$ cat config.mk
export PLATFORM = sky130hd
export DESIGN_NAME = bridge_host_fsm
export DESIGN_NICKNAME = d
export VERILOG_FILES = /design/src/rtl/bridge_host_fsm.sv
export SDC_FILE = /design/constraint.sdc
export NUM_CORES = 1
export LEC_CHECK = 0
export ABC_AREA = 1
export CAP_MARGIN = 20
export CORE_MARGIN = 1.5
export CORE_UTILIZATION = 44
export CTS_BUF_LIST = sky130_fd_sc_hd__clkbuf_4
export DETAILED_ROUTE_END_ITERATION = 7
export PLACE_DENSITY = 0.78
export RECOVER_POWER = 100
export SLEW_MARGIN = 5
export SYNTH_ARGS = -nofsm -noshare
export SYNTH_HDL_FRONTEND = slang
export SYNTH_SLANG_ARGS = --single-unit
$ cat constraint.sdc
create_clock -name clk -period 1.4 [get_ports clk]
set_input_delay 0.14 -clock clk [delete_from_list [all_inputs] [get_ports clk]]
set_output_delay 0.14 -clock clk [all_outputs]
set_load 0.01 [all_outputs]
$ cat src/rtl/bridge_host_fsm.sv
// Host-side command initiator for the UART-to-SPI bridge: serializes opcode/argument bytes and collects the response.
// Optional response timeout is built only when BRIDGE_HOST_TIMEOUT_EN is defined.
module bridge_host_fsm #(
   parameter logic [23:0] TIMEOUT_CYCLES = 24'd1000000
) (
   input  logic        clk,
   input  logic        rst_n,
   input  logic        cmd_valid,
   output logic        cmd_ready,
   input  logic [7:0]  cmd_code,
   input  logic [15:0] cmd_arg,
   output logic        cmd_done,
   output logic        rsp_valid,
   output logic [7:0]  rsp_data,
   output logic        rsp_timeout,
   output logic        busy,
   output logic        tx_req,
   output logic [7:0]  tx_data,
   input  logic        tx_ready,
   input  logic [7:0]  rx_data,
   input  logic        rx_ready,
   output logic [7:0]  cmd_count,
   output logic [2:0]  dbg_state
);

   // Handshakes: a command transfers on a cycle with cmd_valid && cmd_ready; a tx byte
   // transfers on a cycle with tx_req && tx_ready, and tx_req/tx_data stay put until then.
   localparam logic [2:0] S_IDLE  = 3'd0;
   localparam logic [2:0] S_OP    = 3'd1;
   localparam logic [2:0] S_ARG_L = 3'd2;
   localparam logic [2:0] S_ARG_H = 3'd3;
   localparam logic [2:0] S_RSP   = 3'd4;

   logic [2:0]  r_state;
   logic [7:0]  r_code;
   logic [15:0] r_arg;
   logic        r_tx_req;
   logic [7:0]  r_tx_data;
   logic [7:0]  r_rsp_data;
   logic        r_cmd_done;
   logic        r_rsp_valid;
   logic        r_rsp_timeout;
   logic [7:0]  r_cmd_count;

   logic w_has_arg;
   logic w_is_baud;
   logic w_rsp_exp;
   logic w_to_hit;

   assign w_has_arg = (r_code >= 8'h01) && (r_code <= 8'h06);
   assign w_is_baud = (r_code == 8'h04);
   assign w_rsp_exp = (r_code == 8'h01) || (r_code == 8'h06);

`ifdef BRIDGE_HOST_TIMEOUT_EN
   logic [23:0] r_to_cnt;

   // Held at zero outside S_RSP, so every response wait starts from a cleared count.
   always_ff @(posedge clk) begin
      if (!rst_n) begin
         r_to_cnt <= '0;
      end else if (r_state != S_RSP) begin
         r_to_cnt <= '0;
      end else if (!rx_ready) begin
         r_to_cnt <= r_to_cnt + 24'd1;
      end
   end

   assign w_to_hit = (r_to_cnt == (TIMEOUT_CYCLES - 24'd1));
`else
   logic w_unused_timeout;
   assign w_unused_timeout = ^TIMEOUT_CYCLES;
   assign w_to_hit         = 1'b0;
`endif

   always_ff @(posedge clk) begin
      if (!rst_n) begin
         r_state       <= S_IDLE;
         r_code        <= '0;
         r_arg         <= '0;
         r_tx_req      <= 1'b0;
         r_tx_data     <= '0;
         r_rsp_data    <= '0;
         r_cmd_done    <= 1'b0;
         r_rsp_valid   <= 1'b0;
         r_rsp_timeout <= 1'b0;
         r_cmd_count   <= '0;
      end else begin
         r_cmd_done    <= 1'b0;
         r_rsp_valid   <= 1'b0;
         r_rsp_timeout <= 1'b0;
         case (r_state)
            S_IDLE: begin
               if (cmd_valid) begin
                  r_code      <= cmd_code;
                  r_arg       <= cmd_arg;
                  r_cmd_count <= r_cmd_count + 8'd1;
                  r_state     <= S_OP;
               end
            end
            S_OP: begin
               if (!r_tx_req) begin
                  r_tx_req  <= 1'b1;
                  r_tx_data <= r_code;
               end else if (tx_ready) begin
                  r_tx_req <= 1'b0;
                  if (w_has_arg) begin
                     r_state <= S_ARG_L;
                  end else begin
                     r_cmd_done <= 1'b1;
                     r_state    <= S_IDLE;
                  end
               end
            end
            S_ARG_L: begin
               if (!r_tx_req) begin
                  r_tx_req  <= 1'b1;
                  r_tx_data <= r_arg[7:0];
               end else if (tx_ready) begin
                  r_tx_req <= 1'b0;
                  if (w_is_baud) begin
                     r_state <= S_ARG_H;
                  end else if (w_rsp_exp && rx_ready) begin
                     // A reply landing with the last byte's accept is taken as the response.
                     r_rsp_data  <= rx_data;
                     r_rsp_valid <= 1'b1;
                     r_cmd_done  <= 1'b1;
                     r_state     <= S_IDLE;
                  end else if (w_rsp_exp) begin
                     r_state <= S_RSP;
                  end else begin
                     r_cmd_done <= 1'b1;
                     r_state    <= S_IDLE;
                  end
               end
            end
            S_ARG_H: begin
               if (!r_tx_req) begin
                  r_tx_req  <= 1'b1;
                  r_tx_data <= r_arg[15:8];
               end else if (tx_ready) begin
                  r_tx_req   <= 1'b0;
                  r_cmd_done <= 1'b1;
                  r_state    <= S_IDLE;
               end
            end
            S_RSP: begin
               if (rx_ready) begin
                  r_rsp_data  <= rx_data;
                  r_rsp_valid <= 1'b1;
                  r_cmd_done  <= 1'b1;
                  r_state     <= S_IDLE;
               end else if (w_to_hit) begin
                  r_rsp_timeout <= 1'b1;
                  r_cmd_done    <= 1'b1;
                  r_state       <= S_IDLE;
               end
            end
            default: r_state <= S_IDLE;
         endcase
      end
   end

   assign cmd_ready   = (r_state == S_IDLE);
   assign busy        = ~cmd_ready;
   assign cmd_done    = r_cmd_done;
   assign rsp_valid   = r_rsp_valid;
   assign rsp_data    = r_rsp_data;
   assign rsp_timeout = r_rsp_timeout;
   assign tx_req      = r_tx_req;
   assign tx_data     = r_tx_data;
   assign cmd_count   = r_cmd_count;
   assign dbg_state   = r_state;

endmodule

==> impl_metrics.csv <==
group,metric,value,unit
placed_design,hpwl,4390,um
worst_setup_path,critical_path_peak_fanout,4,
final_layout,finalNonFillerCells,480,
synth,count_of_flip_flops_with_a_built_in_enable_after_synthesis,0,
sta,timing.final.ws_setup,-0.0415,ns
worst_setup_path,worst-endpoint-required,1.68,ns
floorplanning,num_io_pins,70,
final_layout,seqCellArea,1110,um^2
job,maxCapViolations,0,
clock_tree,clk_transition_reported_paths,0.14,ns
detailed_routing,first_iter_violations,185,
pwr,cellPowerDensity,1690,nW/um^2
floorplanning,placement_rows,26,
sta,final.setup_skew,0.0116,ns
synth,synthesis.instances,317,
synth,yosysWarningCount,0,
detailed_routing,ant_nets,0,
floorplanning,die_height,75.8,um
worst_setup_path,worst_setup_path_end_kind,"flip-flop",
sta,layout_worst_path_cycle_share,1.03,
pwr,vdd.ir_drop.worst,0.00101,V
placed_design,placed_inst_area,3230,um^2
synth,synth_area_per_cell,7.35,um^2
detailed_routing,avgViaCountPerCell,4.94,
pwr,total_leakage_power,1.58,nW
grt,grt_antenna_before_repair,0,
sta,rsz0062_at_grt,"yes",
detailed_routing,wl_met3,306,um
sta,max_slew_margin,0.655,
clock_tree,clock_latency_on_the_worst_skew_pair,0.36,ns
grt,overflow,0,
sta,final_count_of_hold_timing_violations,0,
synth,asyncSetResetFlopFracSynth,0,
worst_setup_path,criticalPathCategory,"reg -> reg",
detailed_routing,drt_pass1_iterations,4,
synth,postSynthRegisterBits,54,
run_status,status,"finished, violations left",
clock_tree,h-tree-depth,2,
clock_tree,clk_path_buf_depth,2,
clock_tree,ctsRootBufferMaster,"sky130_fd_sc_hd__clkbuf_4",
sta,timing.fmax,0.694,GHz
floorplanning,fp.coreArea,5110,um^2
final_layout,final_area,3490,um^2
grt,first_global_vias,2184,
final_layout,nNetsFinal,448,
detailed_routing,met1_length,2800,um
synth,portion_of_synthesized_cell_area_occupied_by_the_leading_cell_type,0.464,
detailed_routing,total_length_of_routed_wires,6470,um
synth,synth.net_count,355,
sta,final.min_clock_period,1.44,ns
sta,setup-violations-final,2,
synth,synth_ff_type,"sky130_fd_sc_hd__dfxtp_1",
placed_design,numPlacedInstances,466,
detailed_routing,route.detailed.drc,0,
run_status,violations_in_the_final_reports,"negative setup slack",
synth,synth_most_common_cell,"sky130_fd_sc_hd__dfxtp_1",
synth,synth.cells.most_frequent,"sky130_fd_sc_hd__dfxtp_1 (54), sky130_fd_sc_hd__inv_1 (47), sky130_fd_sc_hd__nor2_1 (47)",
clock_tree,cts.sink_count,54,
final_layout,number_of_fill_cells,441,
sta,worst_slew_pin_slew,0.517,ns
placed_design,io_buffer_count,68,
final_layout,n_antenna_cell,0,
synth,number_of_distinct_library_cells_after_synthesis,33,
sta,tns,-0.0603,ns
synth,synth_area,2330,um^2
clock_tree,cts_tree,"done",
clock_tree,numCtsBuffers,5,
grt,first_pass_grt_wire_length,9890,um
grt,globalRouteTotalUtil,0.230,
final_layout,multi_input_comb_area,1120,um^2
synth,synth_seq_area_share,0.464,
hold_path,hold_path.class,"in -> reg",
detailed_routing,vias,2371,
floorplanning,die_w,75.8,um
floorplanning,initial_core_util,0.456,
hold_path,worstHoldPathCells,3,
final_layout,syn2layout_area_growth,49.6,%
synth,yosys.area.top_type,"sky130_fd_sc_hd__dfxtp_1",
sta,final_count_of_pins_violating_max_slew,0,
placed_design,globalplace.congestion,0.934,
final_layout,drive_above_1_share,0.237,
grt,grt_max_degree,43,
worst_setup_path,reg2regPathDepth,9,
detailed_routing,highest_layer,"met4",
floorplanning,die_area,5740,um^2
synth,post_synth_main_area_contributors,"sky130_fd_sc_hd__dfxtp_1 (46%), sky130_fd_sc_hd__o21ai_0 (9.2%), sky130_fd_sc_hd__inv_1 (7.6%)",
worst_setup_path,critical_path.startpoint_type,"flip-flop",
detailed_routing,routed-wl-met2,3300,um
detailed_routing,wire_per_inst,13.5,um
worst_setup_path,arrival,1.72,ns
-- per-layer routing --
metal,global-route usage,vias to the layer above
li1,-,1216
met1,0.290,1090
met2,0.386,59
met3,0.0542,6
met4,0.0754,0
met5,0,-
-- metrics by stage --
step | setup slack [ns] | hold WS (ns) | total power (W) | util
5_1_grt | -0.137 | 0.343 | 0.00633 | 0.683
4_1_cts | 0.000277 | 0.330 | 0.00543 | 0.650
3_3_place_gp | -0.0867 | 0.444 | 0.00468 | 0.633
6_report | -0.0415 | 0.344 | 0.00590 | 0.683
3_5_place_dp | -0.110 | 0.446 | 0.00475 | 0.633
2_1_floorplan | 0.0314 | 0.275 | 0.00352 | -
-- power breakdown --
part / leakage [nW] / total, W / switching (W) / internal, W
combinational: 1.10 / 0.00302 / 0.00163 / 0.00139
clock: 0.0322 / 0.000675 / 0.000445 / 0.000229
sequential: 0.450 / 0.00220 / 0.000257 / 0.00194
total: 1.58 / 0.00590 / 0.00234 / 0.00356
-- cell usage in the layout (no fill, tap or decap), types with 11 or more instances in the layout --
master,n
sky130_fd_sc_hd__a21oi_1,32
sky130_fd_sc_hd__dlygate4sd2_1,26
sky130_fd_sc_hd__clkdlybuf4s50_1,36
sky130_fd_sc_hd__o21ai_1,14
sky130_fd_sc_hd__inv_1,39
sky130_fd_sc_hd__dfxtp_2,11
sky130_fd_sc_hd__nand2_1,30
sky130_fd_sc_hd__buf_4,23
sky130_fd_sc_hd__o21ai_0,29
sky130_fd_sc_hd__dfxtp_1,38
sky130_fd_sc_hd__nor2_1,39
-- path summary, 6_finish.rpt --
check | end | start | slack [ns]
hold reg to reg | r_arg[14]$_SDFFE_PN0P_ | r_arg[14]$_SDFFE_PN0P_ | 0.47
hold / removal | rsp_data[4]$_SDFFE_PN0P_ | rx_data[4] | 0.34
setup reg to reg | cmd_count[7]$_SDFFE_PN0P_ | dbg_state[1]$_SDFFE_PN0P_ | -0.04
setup / recovery | cmd_count[7]$_SDFFE_PN0P_ | dbg_state[1]$_SDFFE_PN0P_ | -0.04
-- timing repair --
| action | 4_1_cts | 5_1_grt |
|---|---|---|
| gates resized for setup | 52 | 65 |
| setup endpoints to repair | 45 | 31 |
| pin swaps | 3 | 12 |
| setup buffers | 4 | 4 |
| hold buffers | 0 | 0 |
-- worst max-delay path, cell delays in order, from the launching register on --
cell	delay (ns)
sky130_fd_sc_hd__dfxtp_4	0.39
sky130_fd_sc_hd__nor2_4	0.13
sky130_fd_sc_hd__buf_6	0.12
sky130_fd_sc_hd__nand3_4	0.09
sky130_fd_sc_hd__nor2_4	0.11
sky130_fd_sc_hd__nand2_2	0.07
sky130_fd_sc_hd__nor3_4	0.19
sky130_fd_sc_hd__nand2_1	0.09
sky130_fd_sc_hd__o21ai_1	0.12
sky130_fd_sc_hd__nor2_1	0.05
-- flip-flops by register name (all words and copies together) (netlist names) --
| signal | flops |
|---|---|
| r_arg | 16 |
| cmd_count | 8 |
| r_code | 8 |
| rsp_data | 8 |
| tx_data | 8 |
| dbg_state | 3 |
| cmd_done | 1 |
| rsp_valid | 1 |
| tx_req | 1 |
-- cell families after synthesis --
kind of cell,after synthesis,share of synthesized area
and+or+nand+nor,106,0.207
AOI/OAI and AO/OA,91,0.213
buffers and inverters,63,0.105
DFF,54,0.464
xor gates and xnor gates,1,0.00376
adders and majority gates,1,0.00537
other,1,0.00161
-- layout make-up --
class,count,share of cell area
well taps,70,0.0251
multi-input cells,200,0.321
repair buffers,99,0.263
clock buffers,7,0.0151
flip-flops and latches,54,0.319
inverters,50,0.0556
(Power assumes the default switching activity.)
